`config.mk`:
```
export PLATFORM = sky130hd
export DESIGN_NAME = control_unit_flat
export DESIGN_NICKNAME = d
export VERILOG_FILES = /design/src/rtl/control_unit_if.sv /design/src/rtl/control_unit.sv /design/src/flat_wrapper.sv
export SDC_FILE = /design/constraint.sdc
export NUM_CORES = 1
export LEC_CHECK = 0
export ABC_CLOCK_PERIOD_IN_PS = 3900
export BUFFER_PORTS_ARGS = -buffer_cell sky130_fd_sc_hd__buf_4
export CAP_MARGIN = 10
export CORE_MARGIN = 2
export CORE_UTILIZATION = 30
export CTS_BUF_LIST = sky130_fd_sc_hd__clkbuf_8
export CTS_CLUSTER_SIZE = 16
export DETAILED_ROUTE_END_ITERATION = 6
export GPL_TIMING_DRIVEN = 0
export SYNTH_ARGS = -nofsm -noshare
export SYNTH_HDL_FRONTEND = slang
export SYNTH_SLANG_ARGS = --single-unit
```
`constraint.sdc`:
```
create_clock -name clk -period 3.9 [get_ports clk]
set_input_delay 0.78 -clock clk [delete_from_list [all_inputs] [get_ports clk]]
set_output_delay 0.78 -clock clk [all_outputs]
set_load 0.02 [all_outputs]
```
`src/rtl/control_unit_if.sv`:
```
// control_unit_if: instruction word and register-transfer control lines between control_unit and datapath.
interface control_unit_if;
  logic [31:0] ir;
  logic pc_out, zlo_out, zhi_out, hi_out, lo_out, mdr_out, inport_out, c_sign_extended_out, ba_out;
  logic mar_enable, z_enable, pc_enable, mdr_enable, ir_enable, y_enable, lo_enable, hi_enable;
  logic r15_enable, outport_enable, inport_enable, con_enable;
  logic pc_increment, read, ram_write, gra, grb, grc, r_in, r_out, run;
  modport master(
    input  ir,
    output pc_out, zlo_out, zhi_out, hi_out, lo_out, mdr_out, inport_out, c_sign_extended_out, ba_out,
    output mar_enable, z_enable, pc_enable, mdr_enable, ir_enable, y_enable, lo_enable, hi_enable,
    output r15_enable, outport_enable, inport_enable, con_enable,
    output pc_increment, read, ram_write, gra, grb, grc, r_in, r_out, run
  );
  modport slave(
    output ir,
    input  pc_out, zlo_out, zhi_out, hi_out, lo_out, mdr_out, inport_out, c_sign_extended_out, ba_out,
    input  mar_enable, z_enable, pc_enable, mdr_enable, ir_enable, y_enable, lo_enable, hi_enable,
    input  r15_enable, outport_enable, inport_enable, con_enable,
    input  pc_increment, read, ram_write, gra, grb, grc, r_in, r_out, run
  );
endinterface

```
`src/rtl/control_unit.sv`:
```
// control_unit: hardwired Moore sequencer for fetch, decode and execute of the load/store, I/O, move, nop and halt instructions.
module control_unit #(
  parameter int OPW = 5
) (
  input logic clk,
  input logic clr,
  control_unit_if.master cu
);
  typedef enum logic [4:0] {
    RESET, F0, F1, F2, DEC, LDI3, LDI4, LDI5, LD3, LD4, LD5, LD6, LD7,
    ST3, ST4, ST5, ST6, ST7, IN3, OUT3, MFHI3, MFLO3, HALT
  } state_t;
  state_t r_state, w_next;
  logic [OPW-1:0] w_op;
  logic w_unused;
  assign w_op = cu.ir[31 -: OPW];
  assign w_unused = ^cu.ir[31-OPW:0];
  always_ff @(posedge clk) r_state <= clr ? RESET : w_next;
  always_comb begin
    w_next = F0;
    case (r_state)
      F0:   w_next = F1;
      F1:   w_next = F2;
      F2:   w_next = DEC;
      DEC:
        case (w_op)
          OPW'(0):  w_next = LD3;
          OPW'(1):  w_next = LDI3;
          OPW'(2):  w_next = ST3;
          OPW'(21): w_next = IN3;
          OPW'(22): w_next = OUT3;
          OPW'(23): w_next = MFHI3;
          OPW'(24): w_next = MFLO3;
          OPW'(26): w_next = HALT;
          default:  w_next = F0;
        endcase
      LDI3: w_next = LDI4;
      LDI4: w_next = LDI5;
      LD3:  w_next = LD4;
      LD4:  w_next = LD5;
      LD5:  w_next = LD6;
      LD6:  w_next = LD7;
      ST3:  w_next = ST4;
      ST4:  w_next = ST5;
      ST5:  w_next = ST6;
      ST6:  w_next = ST7;
      HALT: w_next = HALT;
      default: w_next = F0;
    endcase
    // Outputs decode from r_state only, so ir never reaches them combinationally.
    cu.pc_out              = r_state == F0;
    cu.zlo_out             = r_state inside {F1, LDI5, LD5, ST5};
    cu.zhi_out             = 1'b0;
    cu.hi_out              = r_state == MFHI3;
    cu.lo_out              = r_state == MFLO3;
    cu.mdr_out             = r_state inside {F2, LD7};
    cu.inport_out          = r_state == IN3;
    cu.c_sign_extended_out = r_state inside {LDI4, LD4, ST4};
    cu.ba_out              = r_state inside {LDI3, LD3, ST3};
    cu.mar_enable          = r_state inside {F0, LD5, ST5};
    cu.z_enable            = r_state inside {F0, LDI4, LD4, ST4};
    cu.pc_enable           = r_state == F1;
    cu.mdr_enable          = r_state inside {F1, LD6, ST6};
    cu.ir_enable           = r_state == F2;
    cu.y_enable            = r_state inside {LDI3, LD3, ST3};
    cu.lo_enable           = 1'b0;
    cu.hi_enable           = 1'b0;
    cu.r15_enable          = 1'b0;
    cu.outport_enable      = r_state == OUT3;
    cu.inport_enable       = 1'b0;
    cu.con_enable          = 1'b0;
    cu.pc_increment        = r_state == F0;
    cu.read                = r_state inside {F1, LD6};
    cu.ram_write           = r_state == ST7;
    cu.gra                 = r_state inside {LDI5, LD7, ST6, IN3, OUT3, MFHI3, MFLO3};
    cu.grb                 = r_state inside {LDI3, LD3, ST3};
    cu.grc                 = 1'b0;
    cu.r_in                = r_state inside {LDI5, LD7, IN3, MFHI3, MFLO3};
    cu.r_out               = r_state inside {ST6, OUT3};
    cu.run                 = !(r_state inside {RESET, HALT});
  end
endmodule
```
`src/flat_wrapper.sv`:
```
// flat-port wrapper written by rule: the top's interface ports become plain ports
module control_unit_flat 
#(
  parameter int OPW = 5
)
  (clk, clr, cu_ir, cu_pc_out, cu_zlo_out, cu_zhi_out, cu_hi_out, cu_lo_out, cu_mdr_out, cu_inport_out, cu_c_sign_extended_out, cu_ba_out, cu_mar_enable, cu_z_enable, cu_pc_enable, cu_mdr_enable, cu_ir_enable, cu_y_enable, cu_lo_enable, cu_hi_enable, cu_r15_enable, cu_outport_enable, cu_inport_enable, cu_con_enable, cu_pc_increment, cu_read, cu_ram_write, cu_gra, cu_grb, cu_grc, cu_r_in, cu_r_out, cu_run);
  control_unit_if cu_i ();
  input logic clk;
  input logic clr;
  input wire logic [$bits(cu_i.ir)-1:0] cu_ir;
  output wire logic [$bits(cu_i.pc_out)-1:0] cu_pc_out;
  output wire logic [$bits(cu_i.zlo_out)-1:0] cu_zlo_out;
  output wire logic [$bits(cu_i.zhi_out)-1:0] cu_zhi_out;
  output wire logic [$bits(cu_i.hi_out)-1:0] cu_hi_out;
  output wire logic [$bits(cu_i.lo_out)-1:0] cu_lo_out;
  output wire logic [$bits(cu_i.mdr_out)-1:0] cu_mdr_out;
  output wire logic [$bits(cu_i.inport_out)-1:0] cu_inport_out;
  output wire logic [$bits(cu_i.c_sign_extended_out)-1:0] cu_c_sign_extended_out;
  output wire logic [$bits(cu_i.ba_out)-1:0] cu_ba_out;
  output wire logic [$bits(cu_i.mar_enable)-1:0] cu_mar_enable;
  output wire logic [$bits(cu_i.z_enable)-1:0] cu_z_enable;
  output wire logic [$bits(cu_i.pc_enable)-1:0] cu_pc_enable;
  output wire logic [$bits(cu_i.mdr_enable)-1:0] cu_mdr_enable;
  output wire logic [$bits(cu_i.ir_enable)-1:0] cu_ir_enable;
  output wire logic [$bits(cu_i.y_enable)-1:0] cu_y_enable;
  output wire logic [$bits(cu_i.lo_enable)-1:0] cu_lo_enable;
  output wire logic [$bits(cu_i.hi_enable)-1:0] cu_hi_enable;
  output wire logic [$bits(cu_i.r15_enable)-1:0] cu_r15_enable;
  output wire logic [$bits(cu_i.outport_enable)-1:0] cu_outport_enable;
  output wire logic [$bits(cu_i.inport_enable)-1:0] cu_inport_enable;
  output wire logic [$bits(cu_i.con_enable)-1:0] cu_con_enable;
  output wire logic [$bits(cu_i.pc_increment)-1:0] cu_pc_increment;
  output wire logic [$bits(cu_i.read)-1:0] cu_read;
  output wire logic [$bits(cu_i.ram_write)-1:0] cu_ram_write;
  output wire logic [$bits(cu_i.gra)-1:0] cu_gra;
  output wire logic [$bits(cu_i.grb)-1:0] cu_grb;
  output wire logic [$bits(cu_i.grc)-1:0] cu_grc;
  output wire logic [$bits(cu_i.r_in)-1:0] cu_r_in;
  output wire logic [$bits(cu_i.r_out)-1:0] cu_r_out;
  output wire logic [$bits(cu_i.run)-1:0] cu_run;
  assign cu_i.ir = cu_ir;
  assign cu_pc_out = cu_i.pc_out;
  assign cu_zlo_out = cu_i.zlo_out;
  assign cu_zhi_out = cu_i.zhi_out;
  assign cu_hi_out = cu_i.hi_out;
  assign cu_lo_out = cu_i.lo_out;
  assign cu_mdr_out = cu_i.mdr_out;
  assign cu_inport_out = cu_i.inport_out;
  assign cu_c_sign_extended_out = cu_i.c_sign_extended_out;
  assign cu_ba_out = cu_i.ba_out;
  assign cu_mar_enable = cu_i.mar_enable;
  assign cu_z_enable = cu_i.z_enable;
  assign cu_pc_enable = cu_i.pc_enable;
  assign cu_mdr_enable = cu_i.mdr_enable;
  assign cu_ir_enable = cu_i.ir_enable;
  assign cu_y_enable = cu_i.y_enable;
  assign cu_lo_enable = cu_i.lo_enable;
  assign cu_hi_enable = cu_i.hi_enable;
  assign cu_r15_enable = cu_i.r15_enable;
  assign cu_outport_enable = cu_i.outport_enable;
  assign cu_inport_enable = cu_i.inport_enable;
  assign cu_con_enable = cu_i.con_enable;
  assign cu_pc_increment = cu_i.pc_increment;
  assign cu_read = cu_i.read;
  assign cu_ram_write = cu_i.ram_write;
  assign cu_gra = cu_i.gra;
  assign cu_grb = cu_i.grb;
  assign cu_grc = cu_i.grc;
  assign cu_r_in = cu_i.r_in;
  assign cu_r_out = cu_i.r_out;
  assign cu_run = cu_i.run;
  control_unit #(.OPW(OPW)) u_core (.clk(clk), .clr(clr), .cu(cu_i));
endmodule
```
==> results of run 1 <==
[final cells by class]
cell class                      count  area, µm²
Timing Repair Buffer               29        218
Sequential cell                     5        100
Multi-Input combinational cell    107        659
Inverter                            5       18.8
Fill cell                         308       1580
Clock inverter                      1       3.75
Buffer                             20        125
Clock buffer                        3       41.3
Tap cell                           31       38.8
[cell usage after synthesis (all sizes together) (3+ instances only)]
| cell type | instances |
|---|---|
| o21ai | 6 |
| nor2 | 16 |
| buf | 18 |
| nand3 | 4 |
| nor2b | 8 |
| dfxtp | 5 |
| o22ai | 3 |
| nand2 | 7 |
| ha | 3 |
| nor3 | 6 |
| inv | 5 |
| a21oi | 4 |
| and3 | 4 |
[per-stage QoR]
stage / instance area, µm² / setup WS (ns) / utilization / std cells / power [mW]
after floorplan: 903 / 1.31 / - / 137 / 0.150
after global placement: 1160 / 1.39 / 0.417 / 197 / 0.193
after detailed placement: 1160 / 1.34 / 0.417 / 197 / 0.194
after CTS: 1200 / 1.11 / 0.433 / 201 / 0.288
after global routing: 1200 / 0.865 / 0.433 / 201 / 0.309
final: 1200 / 1.10 / 0.433 / 201 / 0.284
[per-layer routing]
metal | vias to the layer above | GRT usage | routed length [µm]
li1 | 531 | - | -
met1 | 466 | 0.217 | 1160
met2 | 39 | 0.261 | 1140
met3 | 2 | 0.0223 | 170
met4 | 0 | 0.0465 | 16
met5 | - | 0 | 0
[final timing paths]
kind	to	cells after the start
max	cu_y_enable	6
min	u_core.r_state[0]	2
max reg2reg	u_core.r_state[0]	5
min reg2reg	u_core.r_state[2]	3
[power by group]
| group | leakage (nW) | switching [mW] | internal [mW] | total (mW) |
|---|---|---|---|---|
| combinational | 0.531 | 0.0784 | 0.0577 | 0.136 |
| sequential | 0.0407 | 0.00298 | 0.0544 | 0.0574 |
| clock | 0.0269 | 0.0232 | 0.0673 | 0.0905 |
[cells by family (layout without fill, tap and decap cells)]
| logic type | Yosys count | after routing | share of synthesized area |
|---|---|---|---|
| adders and majority gates | 3 | 3 | 0.0426 |
| AOI/OAI and AO/OA | 33 | 33 | 0.261 |
| muxes | 1 | 1 | 0.0114 |
| DFF | 5 | 5 | 0.114 |
| xor gates and xnor gates | 3 | 3 | 0.0298 |
| and+or+nand+nor | 60 | 60 | 0.374 |
| other | 1 | 7 | 0.00426 |
| buffers and inverters | 25 | 58 | 0.163 |
[worst register-to-register path, delay by kind of cell (launching register included)]
family	cells	cell delay (ns)
flops	1	0.36
compound gates	2	0.33
buf+inv	3	0.82
==> summary.md, run 1 <==
| Metric | Value |
|---|---|
| Peak Freq | `0.357 GHz` |
| Cell Pwr Density | `236 nW/µm²` |
| EDFF count, synth | `0` |
| I/O pin cnt | `64` |
| Syn avg cell area | `6.72 µm²` |
| CP Launch Point | `u_core.r_state[3]` |
| Hold Startpoint | `clr` |
| Post-synthesis cell count | `131` |
| Ys async rst share | `0` |
| Root buf cell | `clkbuf_8` |
| Yosys top cell area share | `0.114` |
| Delay-heaviest family, CP | `buffers and inverters` |
| Crit-path max cell delay | `0.42 ns` |
| Sequential share of the synthesized area | `0.114` |
| Final RePlAce weighted congestion | `0.803` |
| Worst vdd ir | `0.251 mV` |
| Cts hold-fix bufs | `0` |
| # setup viols final | `0` |
| WL final | `2490 µm` |
| Largest register FFs | `5` |
| Leakage power | `0.599 nW` |
| Vias in the first global route | `930` |
| Layout cells sized above 1 | `0.288` |
| Critical Path Most Common Cell | `buf_4` |
| Reg-to-reg slack, setup | `2.29 ns` |
| Setup TNS | `0 ns` |
| RSZ-0062 raised after global routing | `no` |
| Top FF cell, synth | `dfxtp_1` |
| Via/cell ratio | `5.16` |
| Crit start category | `flop` |
| Pre-antenna DRT Iters | `5` |
| Synth cell types | `47` |
| Post-CTS setup buffers | `0` |
| Placeable Area | `2780 µm²` |
| Reg clk slew, reported paths | `0.03 ns` |
| Synth Register Bits | `5` |
| Final hold slack | `0.768 ns` |
| Die Width | `58.2 µm` |
| Highest-count cells in the layout ignoring fill and taps | `39 x buf_4, 16 x nor2_1, 8 x nor2b_1` |
| CP cell instances | `clkbuf_1 -> nor2b_1 -> mux2i_1 -> nor3_1 -> buf_4 -> buf_4` |
| # H-tree levels | `1` |
| Setup CP Type | `reg2out` |
| Pin count of the biggest net entering global routing | `11` |
| Post-CTS Resized | `0` |
| Yosys Warn Count | `0` |
| Final net count | `208` |
| Diode count | `0` |
| Grt ovf | `0` |
| Port bufs | `29` |
| Worst hold path type | `in2reg` |
| Largest regs | `u_core.r_state x5` |
| Number of remaining DRC errors | `0` |
| CP arrival | `2.02 ns` |
| Clk_lat worst skew | `0.22 ns` |
| Antenna violations before repair | `0` |
| Reg2reg start | `u_core.r_state[4]` |
| Final period utilization | `0.719` |
| Status | `finished, final reports clean` |
| Synth area leaders | `dfxtp_1 11%, buf_4 8.5%, nor2_1 6.8%` |
| Total of max-cap violations | `0` |
| Sink Count | `5` |
| Buf/Inv on CP | `3` |
| CTS tree | `done` |
| Fin crit period | `2.80 ns` |
| DR vias | `1038` |
| DP HPWL | `1990 µm` |
| GRT Overall Usage | `0.159` |
| Hold Vio Cnt, Final | `0` |
| Biggest register | `u_core.r_state` |
| # rows | `19` |
| Commonest non-fill, non-tap cell in the layout | `buf_4` |
| Crit end category | `output pin` |
| CTS Buf Count | `3` |
| Slowest CP cell | `dfxtp_1` |
| First-pass GRT wire length | `4300 µm` |
| Die Height | `58.2 µm` |
| CP max FO | `10` |
| Cell taking the most area after synthesis | `dfxtp_1` |
| Synth-to-Final Area Change | `36.8%` |
| Clock skew | `0.00192 ns` |
| Clk buf depth | `2` |
| Wire per inst | `12.4 µm` |
| Remaining antenna violation count after routing | `0` |
| Max-slew violations | `0` |
| CP required | `3.12 ns` |
| Synthesized cell area | `881 µm²` |
| Starting DRT DRC Count | `48` |
| Die area | `3390 µm²` |
| Starting Density | `0.317` |
(Power assumes the default switching activity.)
==> inputs of run 2 (changes only) <==
- ABC_CLOCK_PERIOD_IN_PS: 3900 -> 2300
- clock period: 3.9 -> 2.3 ns (I/O delays scaled with it)
==> summary.md, run 2 (synthesis gave the netlist of run 1 again) <==
| Metric | Value |
|---|---|
| Post-DP Area | `1160 µm² (unchanged)` |
| Reg clk slew, reported paths | `0.03 ns (about the same)` |
| Fin crit period | `2.17 ns` |
| Cts hold-fix bufs | `0 (unchanged)` |
| Hold Startpoint | `clr (unchanged)` |
| Leakage power | `0.626 nW (was 0.599 nW)` |
| Total of max-cap violations | `0 (unchanged)` |
| Placeable Area | `2780 µm² (unchanged)` |
| Worst vdd ir | `0.421 mV (was 0.251 mV)` |
| Hold path endpoint | `u_core.r_state[0] (unchanged)` |
| CP max FO | `10 (unchanged)` |
| Post-CTS setup buffers | `0 (unchanged)` |
| Crit end category | `output pin (unchanged)` |
| Antenna violations before repair | `0 (unchanged)` |
| Grt ovf | `0 (unchanged)` |
| Final RePlAce weighted congestion | `0.803 (unchanged)` |
| Clock skew | `0.00192 ns (about the same)` |
| Clk_lat worst skew | `0.22 ns (about the same)` |
| Biggest register | `u_core.r_state (unchanged)` |
| Peak Freq | `0.461 GHz` |
| Root buf cell | `clkbuf_8 (unchanged)` |
| Sink Count | `5 (unchanged)` |
| Crit start category | `flop (unchanged)` |
| I/O pin cnt | `64 (unchanged)` |
| Max-slew violations | `0 (unchanged)` |
| Final period utilization | `0.944` |
| Finished Layout Cells | `201 (unchanged)` |
| Largest register FFs | `5 (unchanged)` |
| Commonest non-fill, non-tap cell in the layout | `buf_4 (unchanged)` |
| Status | `finished, final reports clean (unchanged)` |
| WL final | `2510 µm (was 2490 µm)` |
| GRT Overall Usage | `0.159 (unchanged)` |
| DR vias | `1041 (was 1038)` |
| Reg2reg start | `u_core.r_state[0] (was u_core.r_state[4])` |
| Highest-count cells in the layout ignoring fill and taps | `40 x buf_4, 16 x nor2_1, 7 x nand2_1, 7 x nor2b_1, 7 x conb_1 (was 39 x buf_4, 16 x nor2_1, 8 x nor2b_1)` |
| Diode count | `0 (unchanged)` |
| DP HPWL | `1990 µm (unchanged)` |
| Dpl cells | `197 (unchanged)` |
| Hold path cells | `2 (unchanged)` |
| Reg2reg path depth | `5 (unchanged)` |
| # setup viols final | `0 (unchanged)` |
| Via/cell ratio | `5.18 (was 5.16)` |
| Wire per inst | `12.5 µm (was 12.4 µm)` |
| Pin count of the biggest net entering global routing | `11 (unchanged)` |
| Clk buf depth | `2 (unchanged)` |
| Starting Density | `0.317 (unchanged)` |
| Die area | `3390 µm² (unchanged)` |
| Layout cells sized above 1 | `0.341 (was 0.288)` |
| Die Width | `58.2 µm (unchanged)` |
| Reg-to-reg slack, setup | `0.72 ns (was 2.29 ns)` |
| Hold Vio Cnt, Final | `0 (unchanged)` |
| Setup TNS | `0 ns (unchanged)` |
| Synth-to-Final Area Change | `39.3% (was 36.8%)` |
| CTS tree | `done (unchanged)` |
| CP arrival | `1.71 ns (was 2.02 ns)` |
| CP required | `1.84 ns (was 3.12 ns)` |
| # rows | `19 (unchanged)` |
| Number of remaining DRC errors | `0 (unchanged)` |
| Worst hold path type | `in2reg (unchanged)` |
| RSZ-0062 raised after global routing | `no (unchanged)` |
| Die Height | `58.2 µm (unchanged)` |
| CTS Buf Count | `3 (unchanged)` |
| Setup CP Type | `reg2out (unchanged)` |
| First-pass GRT wire length | `4300 µm (unchanged)` |
| Remaining antenna violation count after routing | `0 (unchanged)` |
| Final net count | `208 (unchanged)` |
| Cell Pwr Density | `395 nW/µm² (was 236 nW/µm²)` |
| # H-tree levels | `1 (unchanged)` |
| Port bufs | `29 (unchanged)` |
| RR Endpoint | `u_core.r_state[0] (unchanged)` |
| Largest regs | `u_core.r_state x5 (unchanged)` |
| Starting DRT DRC Count | `51 (was 48)` |
| Finished Cell Area | `1230 µm² (was 1200 µm²)` |
| Vias in the first global route | `930 (unchanged)` |
| Pre-antenna DRT Iters | `4 (was 5)` |
run 2: power by group:
part           switching, mW  internal (mW)
Clock                 0.0393          0.114
Combinational          0.134         0.0992
Sequential           0.00514         0.0926
run 2: cell type report:
class	instances	area, µm²
flip-flops and latches	5	101
repair buffers	29	218
plain buffers	20	134
clock inverters	1	3.75
clock buffers	3	41.3
inverters	5	18.8
fillers	312	1550
well taps	31	38.8
multi-input cells	107	672
run 2: worst max-delay path by stage:
stage                    endpoint              start  cells after the start
CTS                 cu_mar_enable  u_core.r_state[1]                      6
finish                cu_y_enable  u_core.r_state[2]                      6
floorplan                  cu_grb  u_core.r_state[3]                      5
detailed placement    cu_y_enable  u_core.r_state[3]                      6
global placement      cu_y_enable  u_core.r_state[3]                      6
global route            cu_pc_out  u_core.r_state[4]                      6
run 2: layer usage:
layer,vias up,part of all wire,track usage
met4,0,0.0064,0.0465
met2,45,0.46,0.261
met1,462,0.44,0.217
li1,532,-,-
met3,2,0.088,0.0223
met5,-,0,0
run 2: timing repair:
item | in CTS | in global routing
setup endpoints to repair | 4 | 12
gates resized for setup | 3 | 10
pin swaps | 0 | 0
run 2: stage by stage:
stage          worst slack (ns)  hold slack (ns)  total power, mW  utilization
2_1_floorplan            0.0252            0.561            0.255            -
3_3_place_gp              0.108            0.681            0.326        0.417
3_5_place_dp             0.0633            0.678            0.329        0.417
4_1_cts                 0.00777            0.446            0.489        0.436
5_1_grt                  0.0135            0.459            0.526        0.441
6_report                  0.129            0.448            0.484        0.441
run 2: critical path, stage by stage (launching register included):
cell     delay, ns
dfxtp_1       0.41
buf_2         0.25
buf_2         0.25
mux2i_1       0.12
nor3_2        0.19
buf_4         0.14
buf_4         0.12
